File: config.mk
export PLATFORM = sky130hd
export DESIGN_NAME = result_streamer
export DESIGN_NICKNAME = d
export VERILOG_FILES = /design/src/rtl/result_streamer_pkg.sv /design/src/rtl/result_streamer_bank.sv /design/src/rtl/result_streamer.sv
export SDC_FILE = /design/constraint.sdc
export NUM_CORES = 1
export LEC_CHECK = 0
export CAP_MARGIN = 10
export CORE_MARGIN = 4
export CORE_UTILIZATION = 40
export CTS_CLUSTER_DIAMETER = 150
export DETAILED_ROUTE_END_ITERATION = 7
export MAX_ROUTING_LAYER = met4
export SYNTH_ARGS = -nofsm -noshare
export SYNTH_HDL_FRONTEND = slang
export SYNTH_SLANG_ARGS = --single-unit
File: constraint.sdc
create_clock -name clk -period 5.2 [get_ports clk]
set_input_delay 0.52 -clock clk [delete_from_list [all_inputs] [get_ports clk]]
set_output_delay 0.52 -clock clk [all_outputs]
set_load 0.01 [all_outputs]
File: src/rtl/result_streamer_pkg.sv
// Shared constants, slot numbering and the symmetric index map for the
// result streamer and its ping-pong result banks.
package result_streamer_pkg;

  localparam logic [2:0] SEL1_B12 = 3'd0;
  localparam logic [2:0] SEL1_B13 = 3'd1;
  localparam logic [2:0] SEL1_B14 = 3'd2;
  localparam logic [2:0] SEL1_B23 = 3'd3;
  localparam logic [2:0] SEL1_B34 = 3'd4;
  localparam logic [2:0] SEL2_B11 = 3'd0;
  localparam logic [2:0] SEL2_B22 = 3'd1;
  localparam logic [2:0] SEL2_B33 = 3'd2;
  localparam logic [2:0] SEL2_B44 = 3'd3;
  localparam logic [2:0] SEL2_B24 = 3'd4;
  localparam logic [2:0] SEL_MAX  = 3'd4;
  localparam logic [2:0] NO_WRITE = 3'd7;

  localparam int unsigned NUM_SLOTS = 10;

  // Bank slot numbering: MAC1 entries occupy slots 0..4, MAC2 entries 5..9.
  localparam logic [3:0] SLOT_B12 = 4'd0;
  localparam logic [3:0] SLOT_B13 = 4'd1;
  localparam logic [3:0] SLOT_B14 = 4'd2;
  localparam logic [3:0] SLOT_B23 = 4'd3;
  localparam logic [3:0] SLOT_B34 = 4'd4;
  localparam logic [3:0] SLOT_B11 = 4'd5;
  localparam logic [3:0] SLOT_B22 = 4'd6;
  localparam logic [3:0] SLOT_B33 = 4'd7;
  localparam logic [3:0] SLOT_B44 = 4'd8;
  localparam logic [3:0] SLOT_B24 = 4'd9;

  localparam logic [3:0] IDX_FIRST = 4'd0;
  localparam logic [3:0] IDX_LAST  = 4'd15;

  typedef enum logic [0:0] {
    ST_IDLE   = 1'b0,
    ST_STREAM = 1'b1
  } stream_state_e;

  function automatic logic [3:0] mac1_slot(input logic [2:0] sel);
    case (sel)
      SEL1_B12: return SLOT_B12;
      SEL1_B13: return SLOT_B13;
      SEL1_B14: return SLOT_B14;
      SEL1_B23: return SLOT_B23;
      SEL1_B34: return SLOT_B34;
      default:  return SLOT_B12;
    endcase
  endfunction

  function automatic logic [3:0] mac2_slot(input logic [2:0] sel);
    case (sel)
      SEL2_B11: return SLOT_B11;
      SEL2_B22: return SLOT_B22;
      SEL2_B33: return SLOT_B33;
      SEL2_B44: return SLOT_B44;
      SEL2_B24: return SLOT_B24;
      default:  return SLOT_B11;
    endcase
  endfunction

  // Row-major index (row*4+col) to bank slot; lower triangle mirrors upper.
  function automatic logic [3:0] sym_slot(input logic [3:0] idx);
    logic [1:0] lo;
    logic [1:0] hi;
    if (idx[3:2] <= idx[1:0]) begin
      lo = idx[3:2];
      hi = idx[1:0];
    end else begin
      lo = idx[1:0];
      hi = idx[3:2];
    end
    case ({lo, hi})
      4'b0000: return SLOT_B11;
      4'b0001: return SLOT_B12;
      4'b0010: return SLOT_B13;
      4'b0011: return SLOT_B14;
      4'b0101: return SLOT_B22;
      4'b0110: return SLOT_B23;
      4'b0111: return SLOT_B24;
      4'b1010: return SLOT_B33;
      4'b1011: return SLOT_B34;
      4'b1111: return SLOT_B44;
      default: return SLOT_B11;
    endcase
  endfunction

endpackage

File: src/rtl/result_streamer_bank.sv
// One ping-pong bank: ten saturated entries, a fill mask and a full flag.
// Completion (mask reaching all-ones) sets full and clears the mask in one edge.
module result_bank
  import result_streamer_pkg::*;
#(
  parameter int OUT_W = 16
) (
  input  logic             clk,
  input  logic             aclr_n,
  input  logic             clr_mask_i,
  input  logic             wa_en_i,
  input  logic [3:0]       wa_slot_i,
  input  logic [OUT_W-1:0] wa_data_i,
  input  logic             wb_en_i,
  input  logic [3:0]       wb_slot_i,
  input  logic [OUT_W-1:0] wb_data_i,
  input  logic             clr_full_i,
  input  logic [3:0]       rd_slot_i,
  output logic [OUT_W-1:0] rd_data_o,
  output logic             full_o,
  output logic             complete_o
);

  logic [OUT_W-1:0]     mem_q [NUM_SLOTS];
  logic [NUM_SLOTS-1:0] mask_q;
  logic [NUM_SLOTS-1:0] mask_d;
  logic [NUM_SLOTS-1:0] wbits_s;
  logic                 full_q;
  logic                 full_d;
  logic                 complete_s;

  // Mask / full next-state from this cycle's accepted writes.
  always_comb begin
    wbits_s = {NUM_SLOTS{1'b0}};
    for (int k = 0; k < NUM_SLOTS; k++) begin
      if ((wa_en_i && (wa_slot_i == 4'(k))) || (wb_en_i && (wb_slot_i == 4'(k)))) begin
        wbits_s[k] = 1'b1;
      end else begin
        wbits_s[k] = 1'b0;
      end
    end
    complete_s = (wa_en_i | wb_en_i) & (&(mask_q | wbits_s));
    if (clr_mask_i || complete_s) begin
      mask_d = {NUM_SLOTS{1'b0}};
    end else begin
      mask_d = mask_q | wbits_s;
    end
    full_d = (full_q & ~clr_full_i) | complete_s;
  end

  // Control state registers.
  always_ff @(posedge clk or negedge aclr_n) begin
    if (!aclr_n) begin
      mask_q <= {NUM_SLOTS{1'b0}};
      full_q <= 1'b0;
    end else begin
      mask_q <= mask_d;
      full_q <= full_d;
    end
  end

  // Entry storage; the two ports never target the same slot.
  always_ff @(posedge clk or negedge aclr_n) begin
    if (!aclr_n) begin
      for (int k = 0; k < NUM_SLOTS; k++) mem_q[k] <= {OUT_W{1'b0}};
    end else begin
      for (int k = 0; k < NUM_SLOTS; k++) begin
        if (wa_en_i && (wa_slot_i == 4'(k))) mem_q[k] <= wa_data_i;
        else if (wb_en_i && (wb_slot_i == 4'(k))) mem_q[k] <= wb_data_i;
        else mem_q[k] <= mem_q[k];
      end
    end
  end

  // Read port.
  always_comb begin
    rd_data_o = {OUT_W{1'b0}};
    for (int k = 0; k < NUM_SLOTS; k++) begin
      rd_data_o = (rd_slot_i == 4'(k)) ? mem_q[k] : rd_data_o;
    end
  end

  assign full_o     = full_q;
  assign complete_o = complete_s;

endmodule

File: src/rtl/result_streamer.sv
// Captures the 10 unique results of a symmetric 4x4 product into ping-pong
// banks and streams the full 16-entry matrix row-major over valid/ready.
module result_streamer
  import result_streamer_pkg::*;
#(
  parameter int ACC_W = 24,
  parameter int OUT_W = 16
) (
  input  logic             clk,
  input  logic             aclr_n,
  input  logic             cf_load,
  input  logic [ACC_W-1:0] mac1_data,
  input  logic [2:0]       mac1_output_sel,
  input  logic [ACC_W-1:0] mac2_data,
  input  logic [2:0]       mac2_output_sel,
  input  logic             out_ready,
  output logic             out_valid,
  output logic [OUT_W-1:0] out_data,
  output logic [3:0]       out_index,
  output logic             out_last,
  output logic             overrun,
  output logic             busy
);

  function automatic logic [OUT_W-1:0] sat_val(input logic [ACC_W-1:0] v);
    logic [ACC_W-OUT_W:0] hi;
    hi = v[ACC_W-1:OUT_W-1];
    if ((hi == {(ACC_W-OUT_W+1){1'b0}}) || (hi == {(ACC_W-OUT_W+1){1'b1}})) begin
      return v[OUT_W-1:0];
    end else if (v[ACC_W-1]) begin
      return {1'b1, {(OUT_W-1){1'b0}}};
    end else begin
      return {1'b0, {(OUT_W-1){1'b1}}};
    end
  endfunction

  stream_state_e    state_q, state_d;
  logic             wr_bank_q, wr_bank_d;
  logic             rd_bank_q, rd_bank_d;
  logic             valid_q, valid_d;
  logic [OUT_W-1:0] data_q, data_d;
  logic [3:0]       index_q, index_d;
  logic [3:0]       idx_d;
  logic             last_q, last_d;
  logic             overrun_q, overrun_d;

  logic [1:0]       full_s;
  logic [1:0]       complete_s;
  logic [1:0]       free_s;
  logic [OUT_W-1:0] rd_data_s [2];
  logic             m1_req_s, m2_req_s, m1_en_s, m2_en_s, blocked_s;
  logic [3:0]       rd_slot_s;

  // Capture gating: a bank freed this very edge may accept writes.
  always_comb begin
    m1_req_s  = (mac1_output_sel != NO_WRITE) && (mac1_output_sel <= SEL_MAX);
    m2_req_s  = (mac2_output_sel != NO_WRITE) && (mac2_output_sel <= SEL_MAX);
    blocked_s = full_s[wr_bank_q] & ~free_s[wr_bank_q];
    m1_en_s   = m1_req_s & ~cf_load & ~blocked_s;
    m2_en_s   = m2_req_s & ~cf_load & ~blocked_s;
    overrun_d = overrun_q | ((m1_req_s | m2_req_s) & ~cf_load & blocked_s);
    if (complete_s[wr_bank_q]) begin
      wr_bank_d = ~wr_bank_q;
    end else begin
      wr_bank_d = wr_bank_q;
    end
  end

  for (genvar g = 0; g < 2; g++) begin : g_bank
    result_bank #(.OUT_W(OUT_W)) u_bank (
      .clk        (clk),
      .aclr_n     (aclr_n),
      .clr_mask_i (cf_load & (wr_bank_q == 1'(g))),
      .wa_en_i    (m1_en_s & (wr_bank_q == 1'(g))),
      .wa_slot_i  (mac1_slot(mac1_output_sel)),
      .wa_data_i  (sat_val(mac1_data)),
      .wb_en_i    (m2_en_s & (wr_bank_q == 1'(g))),
      .wb_slot_i  (mac2_slot(mac2_output_sel)),
      .wb_data_i  (sat_val(mac2_data)),
      .clr_full_i (free_s[g]),
      .rd_slot_i  (rd_slot_s),
      .rd_data_o  (rd_data_s[g]),
      .full_o     (full_s[g]),
      .complete_o (complete_s[g])
    );
  end

  // Stream FSM next state; index_q doubles as the stream position.
  always_comb begin
    state_d   = state_q;
    idx_d     = index_q;
    rd_bank_d = rd_bank_q;
    free_s    = 2'b00;
    case (state_q)
      ST_IDLE: begin
        if (full_s[rd_bank_q]) begin
          state_d = ST_STREAM;
          idx_d   = IDX_FIRST;
        end else begin
          state_d = ST_IDLE;
        end
      end
      ST_STREAM: begin
        if (valid_q && out_ready) begin
          if (index_q == IDX_LAST) begin
            free_s[rd_bank_q] = 1'b1;
            rd_bank_d         = ~rd_bank_q;
            idx_d             = IDX_FIRST;
            state_d           = full_s[~rd_bank_q] ? ST_STREAM : ST_IDLE;
          end else begin
            idx_d = index_q + 4'd1;
          end
        end else begin
          state_d = ST_STREAM;
        end
      end
      default: begin
        state_d = ST_IDLE;
        idx_d   = IDX_FIRST;
      end
    endcase
    rd_slot_s = sym_slot(idx_d);
  end

  // Output word for the next cycle, zeroed while idle.
  always_comb begin
    valid_d = (state_d == ST_STREAM);
    if (valid_d) begin
      data_d  = rd_data_s[rd_bank_d];
      index_d = idx_d;
      last_d  = (idx_d == IDX_LAST);
    end else begin
      data_d  = {OUT_W{1'b0}};
      index_d = IDX_FIRST;
      last_d  = 1'b0;
    end
  end

  // State and registered outputs.
  always_ff @(posedge clk or negedge aclr_n) begin
    if (!aclr_n) begin
      state_q   <= ST_IDLE;
      wr_bank_q <= 1'b0;
      rd_bank_q <= 1'b0;
      valid_q   <= 1'b0;
      data_q    <= {OUT_W{1'b0}};
      index_q   <= IDX_FIRST;
      last_q    <= 1'b0;
      overrun_q <= 1'b0;
    end else begin
      state_q   <= state_d;
      wr_bank_q <= wr_bank_d;
      rd_bank_q <= rd_bank_d;
      valid_q   <= valid_d;
      data_q    <= data_d;
      index_q   <= index_d;
      last_q    <= last_d;
      overrun_q <= overrun_d;
    end
  end

  assign out_valid = valid_q;
  assign out_data  = data_q;
  assign out_index = index_q;
  assign out_last  = last_q;
  assign overrun   = overrun_q;
  assign busy      = full_s[0] | full_s[1];

endmodule
==> reports/results.tsv, run 1 <==
metric	value	unit
Hold Crit Class	in -> async	
CP Max Fanout	46	
Worst-Skew Late Latency	0.58	ns
DR iter-0 viols	1411	
Pre-antenna DRT Iters	5	
EDFF count, synth	0	
area share of fa/ha/maj cells after synthesis	0.00670	
cell area after synthesis	0.0168	sq mm
wire length per cell	21.6	microns
area delta synth->final	20.0	%
Die Area	0.0454	sq mm
worst path required time	5.63	ns
post-detail-place hpwl	37.2	mm
CP Class	reg -> reg	
number of max-cap violations	0	
critical path data arrival time	5.29	ns
PortBufs	81	
cells after synthesis	1805	
Starting Density	0.408	
clk sinks	367	
Async S/R FF share, synth	1.00	
fraction of layout cells with a size suffix above 1	0.140	
largest net degree at the start of global routing	126	
largest family of logic cells by synthesized area	compound AO/OA/AOI/OAI gates	
initial antenna violation count	0	
vias in the first global route	14200	
clk slew on worst S/H paths	0.06	ns
simple-gate portion of the synthesized area	0.146	
Slew @ Worst Pin	1.19	ns
number of setup buffers added after CTS	0	
Setup Skew	0.0310	ns
CP Capture Type	flip-flop	
CTS tree	built	
synth top area cells	dfrtp_1 55%, a21oi_1 12%, nor2_1 9.0%	
row count	74	
GRT overflow	0	
prevailing post-synth register cell	dfrtp_1	
Final Hold Viols	6	
crit path launch type	flip-flop	
antenna cells	0	
die width	213	microns
post-synthesis mux area share	0.0374	
final setup vio count	0	
Yosys reg bits	367	
crit path time final	4.86	ns
post-synthesis xor/xnor area fraction	0.00104	
highest clock rate	206	MHz
final worst path period share	0.934	
Residual DRC	0	
final setup TNS	0	ns
max-slew violation count	0	
WL final	53.7	mm
Syn Nets	1872	
failing checks	negative hold slack	
Via Count	14500	
CTS H-tree lvls	2	
maximum buffer depth of the clock tree	3	
area share of the largest cell type after synthesis	0.546	
Routed Antenna Nets	0	
Final Wtd Congestion	0.902	
Fin Hold WS	-0.0117	ns
syn avg cell area	9.32	sq um
sequential cell area fraction in the yosys report	0.546	
Via density	5.82	
Slew HR	0.205	
Synth area leader	dfrtp_1	
Synth Area in Compound Gates	0.225	
CTS hold repair buffers	0	
# IOs	82	
status	finished with violations	
Yosys Warn Count	0	
Core ar.	0.0412	sq mm
net count reported at finish	2002	
RSZ-0062 raised after global routing	no	
GRT Overall Usage	0.245	
first-pass GRT wire length	83.4	mm
Die Ht	213	microns
Num CTS Buffers	41	
synth unique cells	65	
clock root cell	clkbuf_16	
[repair_timing]
action | in CTS | in global routing
resized for setup | 0 | 12
hold endpoints to repair | 0 | 0
setup endpoints to repair | 0 | 15
[metal layers]
layer  global-route usage  wire length, microns  up-vias
met5                    -                     0        -
met4               0.0888                  2030        0
met3               0.0373                  3340      108
met2                0.382                 25600      520
met1                0.327                 22700     7181
li1                     -                     -     6692
[critical path: stages (launching register included)]
cell and delay, ns:
dfrtp_2 0.46, ha_1 0.24, nand3_1 0.18, o22ai_1 0.27
a21oi_1 0.10, ha_1 0.30, nor2b_1 0.14, o21a_1 0.23
o21ai_0 0.26, buf_4 0.17, inv_1 0.05, ha_1 0.19
a21oi_1 0.16, nand3_1 0.20, o22ai_4 0.21, buf_4 0.52
nor2_1 0.34, a221oi_1 0.38, a21oi_1 0.12, o32a_1 0.18
[cell usage in the layout, fill, tap and decap left out, types with 5 or more instances in the layout]
| cell type | synthesis | layout |
|---|---|---|
| a21oi_1 | 410 | 410 |
| nor2_1 | 402 | 383 |
| dfrtp_1 | 367 | 366 |
| buf_4 | 7 | 129 |
| nand2_1 | 89 | 89 |
| clkdlybuf4s50_1 | 0 | 80 |
| clkbuf_16 | 0 | 41 |
| a221oi_1 | 39 | 38 |
| o21ai_0 | 37 | 37 |
| mux2_2 | 36 | 36 |
| nand3_1 | 23 | 23 |
| o22ai_1 | 24 | 23 |
| mux2i_1 | 21 | 21 |
| a22oi_1 | 20 | 20 |
| nor2_2 | 1 | 19 |
| nor3_1 | 19 | 17 |
| inv_1 | 14 | 14 |
| a221o_1 | 14 | 14 |
| a21o_1 | 10 | 10 |
| a32oi_1 | 10 | 10 |
| clkbuf_1 | 97 | 10 |
| and3_1 | 9 | 9 |
| ha_1 | 9 | 9 |
| o22a_1 | 8 | 8 |
| nand4_1 | 7 | 7 |
| clkbuf_8 | 0 | 7 |
| o31ai_1 | 6 | 6 |
| o21ai_1 | 6 | 6 |
| a31oi_1 | 6 | 6 |
| o2bb2ai_1 | 6 | 6 |
| o211ai_1 | 6 | 6 |
| clkinv_2 | 0 | 6 |
| buf_12 | 0 | 6 |
| nand3b_1 | 5 | 5 |
| o32a_1 | 5 | 5 |
[synth_stat cells, drive strengths merged (5+ instances only)]
master	number
a21oi	410
nor2	403
dfrtp	367
clkbuf	97
nand2	89
o21ai	43
a221oi	40
mux2	36
buf	33
nand3	25
o22ai	24
mux2i	22
nor3	21
a22oi	20
a221o	14
inv	14
a21o	10
a32oi	10
and3	9
ha	9
o22a	8
a211oi	7
nand4	7
o211ai	7
a31oi	6
o2bb2ai	6
o31ai	6
nand3b	5
o32a	5
or2	5
[state kept, by name, indices dropped and copies added, names as in the netlist]
| signal | flops |
|---|---|
| g_bank.u_bank.full_o | 2 |
| out_last | 1 |
| out_valid | 1 |
| g_bank.u_bank.mem_q | 320 |
| overrun | 1 |
| out_data | 16 |
| g_bank.u_bank.mask_q | 20 |
| rd_bank_q | 1 |
| wr_bank_q | 1 |
| out_index | 4 |
[kinds of logic after synthesis]
| logic type | after synthesis |
|---|---|
| AOI/OAI and AO/OA | 636 |
| and+or+nand+nor | 589 |
| DFF | 367 |
| buffers and inverters | 144 |
| muxes | 58 |
| adders and majority gates | 9 |
| xor gates and xnor gates | 2 |
[path summary, 6_finish.rpt]
path | from | to | slack, ns | cells past startpoint
max | out_index[0] | out_data[13] | 0.34 | 19
min | aclr_n | g_bank[0].u_bank.mem_q[18] | -0.01 | 1
max reg2reg | out_index[0] | out_data[13] | 0.34 | 19
min reg2reg | overrun | overrun | 0.47 | 1
max in group asynchronous | aclr_n | g_bank[1].u_bank.mem_q[116] | 3.97 | 2
min in group clk | overrun | overrun | 0.47 | 1
[layout make-up]
type / instances / area [sq um]
Clock buffer: 58 / 1160
Clock inverter: 10 / 80.1
Fill cell: 3863 / 21000
Inverter: 14 / 52.6
Multi-Input combinational cell: 1294 / 7120
Sequential cell: 367 / 9190
Tap cell: 532 / 666
Timing Repair Buffer: 217 / 1920
[through the flow]
| step | cell area [sq um] | worst slack, ns | cells | hold slack, ns | util |
|---|---|---|---|---|---|
| after detailed placement | 18900 | -0.223 | 2424 | 0.456 | 0.459 |
| after floorplan | 16800 | 0.429 | 1805 | 0.224 | - |
| after global placement | 18900 | -0.166 | 2424 | 0.459 | 0.459 |
| after global routing | 20200 | 0.0296 | 2492 | 0.0798 | 0.490 |
| after CTS | 20100 | 0.121 | 2492 | 0.0320 | 0.489 |
| final | 20200 | 0.342 | 2492 | -0.0117 | 0.490 |
Power of run 1 is left out: the tool's default activity adds up to more than one toggle a clock period on the data nets, which glitch-free logic cannot reach.
==> inputs of run 2 (changes only) <==
Settings changed: DONT_BUFFER_PORTS from default to 1.
==> run 2 against run 1 <==
  * The flow still finishes with violations (negative hold slack)
  * Die area unchanged
  * Final cell count shrank 5.4%
  * Count of clock-buffer cells in the layout fell by 3
  * Routed wire length is 2.7% lower
  * First-iteration DRC count is 4.8% lower
  * Core utilization fell by 2.7 points
  * Critical path depth increased by 1
  * Clock skew down 0.0082 ns
==> reports/results.tsv, run 2 (synthesis gave the netlist of run 1 again) <==
metric	value	unit	change
GRT overflow	0		unchanged
Slew @ Worst Pin	1.25	ns	+0.0538 ns
Via density	5.88		+0.97%
Num CTS Buffers	40		-2.4%
crit path buf inv count	3		unchanged
number of max-cap violations	0		unchanged
Final Hold Viols	367		+361
Residual DRC	0		unchanged
Die Area	0.0454	sq mm	unchanged
row count	74		unchanged
first-pass GRT wire length	80.6	mm	-3.4%
setup slack after layout	0.260	ns	-0.0814 ns
CTS tree	built		
post-detail-place hpwl	36.2	mm	-2.7%
Critical Path Sink	out_data[15]		
# IOs	82		unchanged
worst path required time	5.60	ns	-0.03 ns
antenna cells	0		unchanged
final setup vio count	0		unchanged
Via Count	13800		-4.5%
Final Wtd Congestion	0.883		-2.1%
Worst Setup SP	out_valid		
Hold Crit Class	in -> async		
CTS H-tree lvls	2		unchanged
initial antenna violation count	0		unchanged
vias in the first global route	13800		-3.2%
r2r endpoint	out_data[15]		
PortBufs	0		-100%
CP top delay family	compound AO/OA/AOI/OAI gates		
commonest cells after routing, fill and taps aside	410 x a21oi_1, 380 x nor2_1, 366 x dfrtp_1		
Worst R2R Setup Slack	0.26	ns	-0.08 ns
area delta synth->final	13.4	%	
clk slew on worst S/H paths	0.06	ns	about the same
DR iter-0 viols	1343		-4.8%
GRT Overall Usage	0.236		-0.00850
critical path data arrival time	5.34	ns	+0.05 ns
worst slack, placed	0.123	ns	+0.346 ns
WL final	52.3	mm	-2.7%
fraction of layout cells with a size suffix above 1	0.125		-0.0143
Pre-antenna DRT Iters	7		+2
CP Class	reg -> reg		
crit path launch type	flip-flop		
CP Capture Type	flip-flop		
Routed Antenna Nets	0		unchanged
Reg with most FFs	g_bank.u_bank.mem_q		
Slew HR	0.169		-0.0359
net count reported at finish	1862		-7.0%
Critical Path Slowest Stage Cell	dfrtp_1		
max-slew violation count	0		unchanged
CP Depth	20		+1
status	finished with violations		
Setup Skew	0.0228	ns	-0.00818 ns
highest clock rate	202	MHz	-1.6%
clk sinks	367		unchanged
die width	213	microns	unchanged
FF-to-FF path depth	20		+1
crit path time final	4.94	ns	+0.0814 ns
wire length per cell	22.2	microns	+2.9%
Worst-Skew Late Latency	0.54	ns	-0.04 ns
largest net degree at the start of global routing	368		+190%
failing checks	negative hold slack		
Die Ht	213	microns	unchanged
Core ar.	0.0412	sq mm	unchanged
Fin Hold WS	-0.323	ns	-0.311 ns
clock root cell	clkbuf_16		
Starting Density	0.408		unchanged
maximum buffer depth of the clock tree	3		unchanged
max reg flops	320		unchanged
CP Max Fanout	20		-57%
worst r2r src	out_valid		
commonest non-fill, non-tap cell in the layout	a21oi_1		
final worst path period share	0.950		+0.0157
CP cell instances	nand3_2, or3_4, a21oi_1, ha_1, nor2b_1, o21a_1, nand2_1, o21ai_0, inv_1, ha_1, inv_1, a311o_1, nor4bb_4, or2_4, a211oi_2, buf_12, a32o_1, a211o_1, a221oi_2, a211oi_1		
Slowest Stage Delay on Critical Path	0.56	ns	+0.04 ns
[run 2: stage by stage]
stage	hold WS (ns)	instance area (sq um)	utilization	instances	setup TNS, ns
floorplan	0.224	16800	-	1805	0
global placement	0.250	17600	0.426	2279	0
detailed placement	0.252	17600	0.426	2279	0
CTS	-0.317	19000	0.460	2351	0
global route	-0.336	19100	0.463	2357	-0.000113
finish	-0.323	19100	0.463	2357	0
[run 2: layer usage]
| layer | vias to the layer above | global-route usage | wire [microns] |
|---|---|---|---|
| li1 | 6412 | - | - |
| met1 | 6914 | 0.313 | 22800 |
| met2 | 408 | 0.370 | 24600 |
| met3 | 115 | 0.0372 | 2720 |
| met4 | 0 | 0.0864 | 2160 |
| met5 | - | - | 0 |
[run 2: cell type report]
class,instances,area [sq um]
Sequential cell,367,9190
Fill cell,3940,22100
Multi-Input combinational cell,1294,7140
Tap cell,532,666
Clock inverter,17,249
Inverter,14,52.6
Timing Repair Buffer,78,623
Clock buffer,55,1150
[run 2: worst min path at each step]
stage               startpoint                          to  cells after the start
detailed placement      aclr_n  g_bank[0].u_bank.mem_q[10]                      0
finish                  aclr_n  g_bank[0].u_bank.mem_q[24]                      0
floorplan               aclr_n     g_bank[0].u_bank.full_o                      0
global placement        aclr_n  g_bank[1].u_bank.mem_q[42]                      0
global route            aclr_n  g_bank[0].u_bank.mem_q[24]                      0
CTS                     aclr_n  g_bank[1].u_bank.mem_q[66]                      0
[run 2: worst reg2reg max path: cells and delay by family, from the launching register on]
kind | cells | cell delay (ns)
flip-flops | 1 | 0.56
AO/OA/AOI/OAI | 9 | 1.88
AND/OR/NAND/NOR | 6 | 1.57
adder cells (fa/ha/maj) | 2 | 0.47
buffers and inverters | 3 | 0.35
[run 2: repair_timing]
| item | 4_1_cts | 5_1_grt |
|---|---|---|
| setup endpoints to repair | 0 | 16 |
| resized for setup | 0 | 15 |
| setup buffers | 0 | 5 |
| endpoints found under the hold margin | 367 | 367 |
Power of run 2 is left out for the same reason.
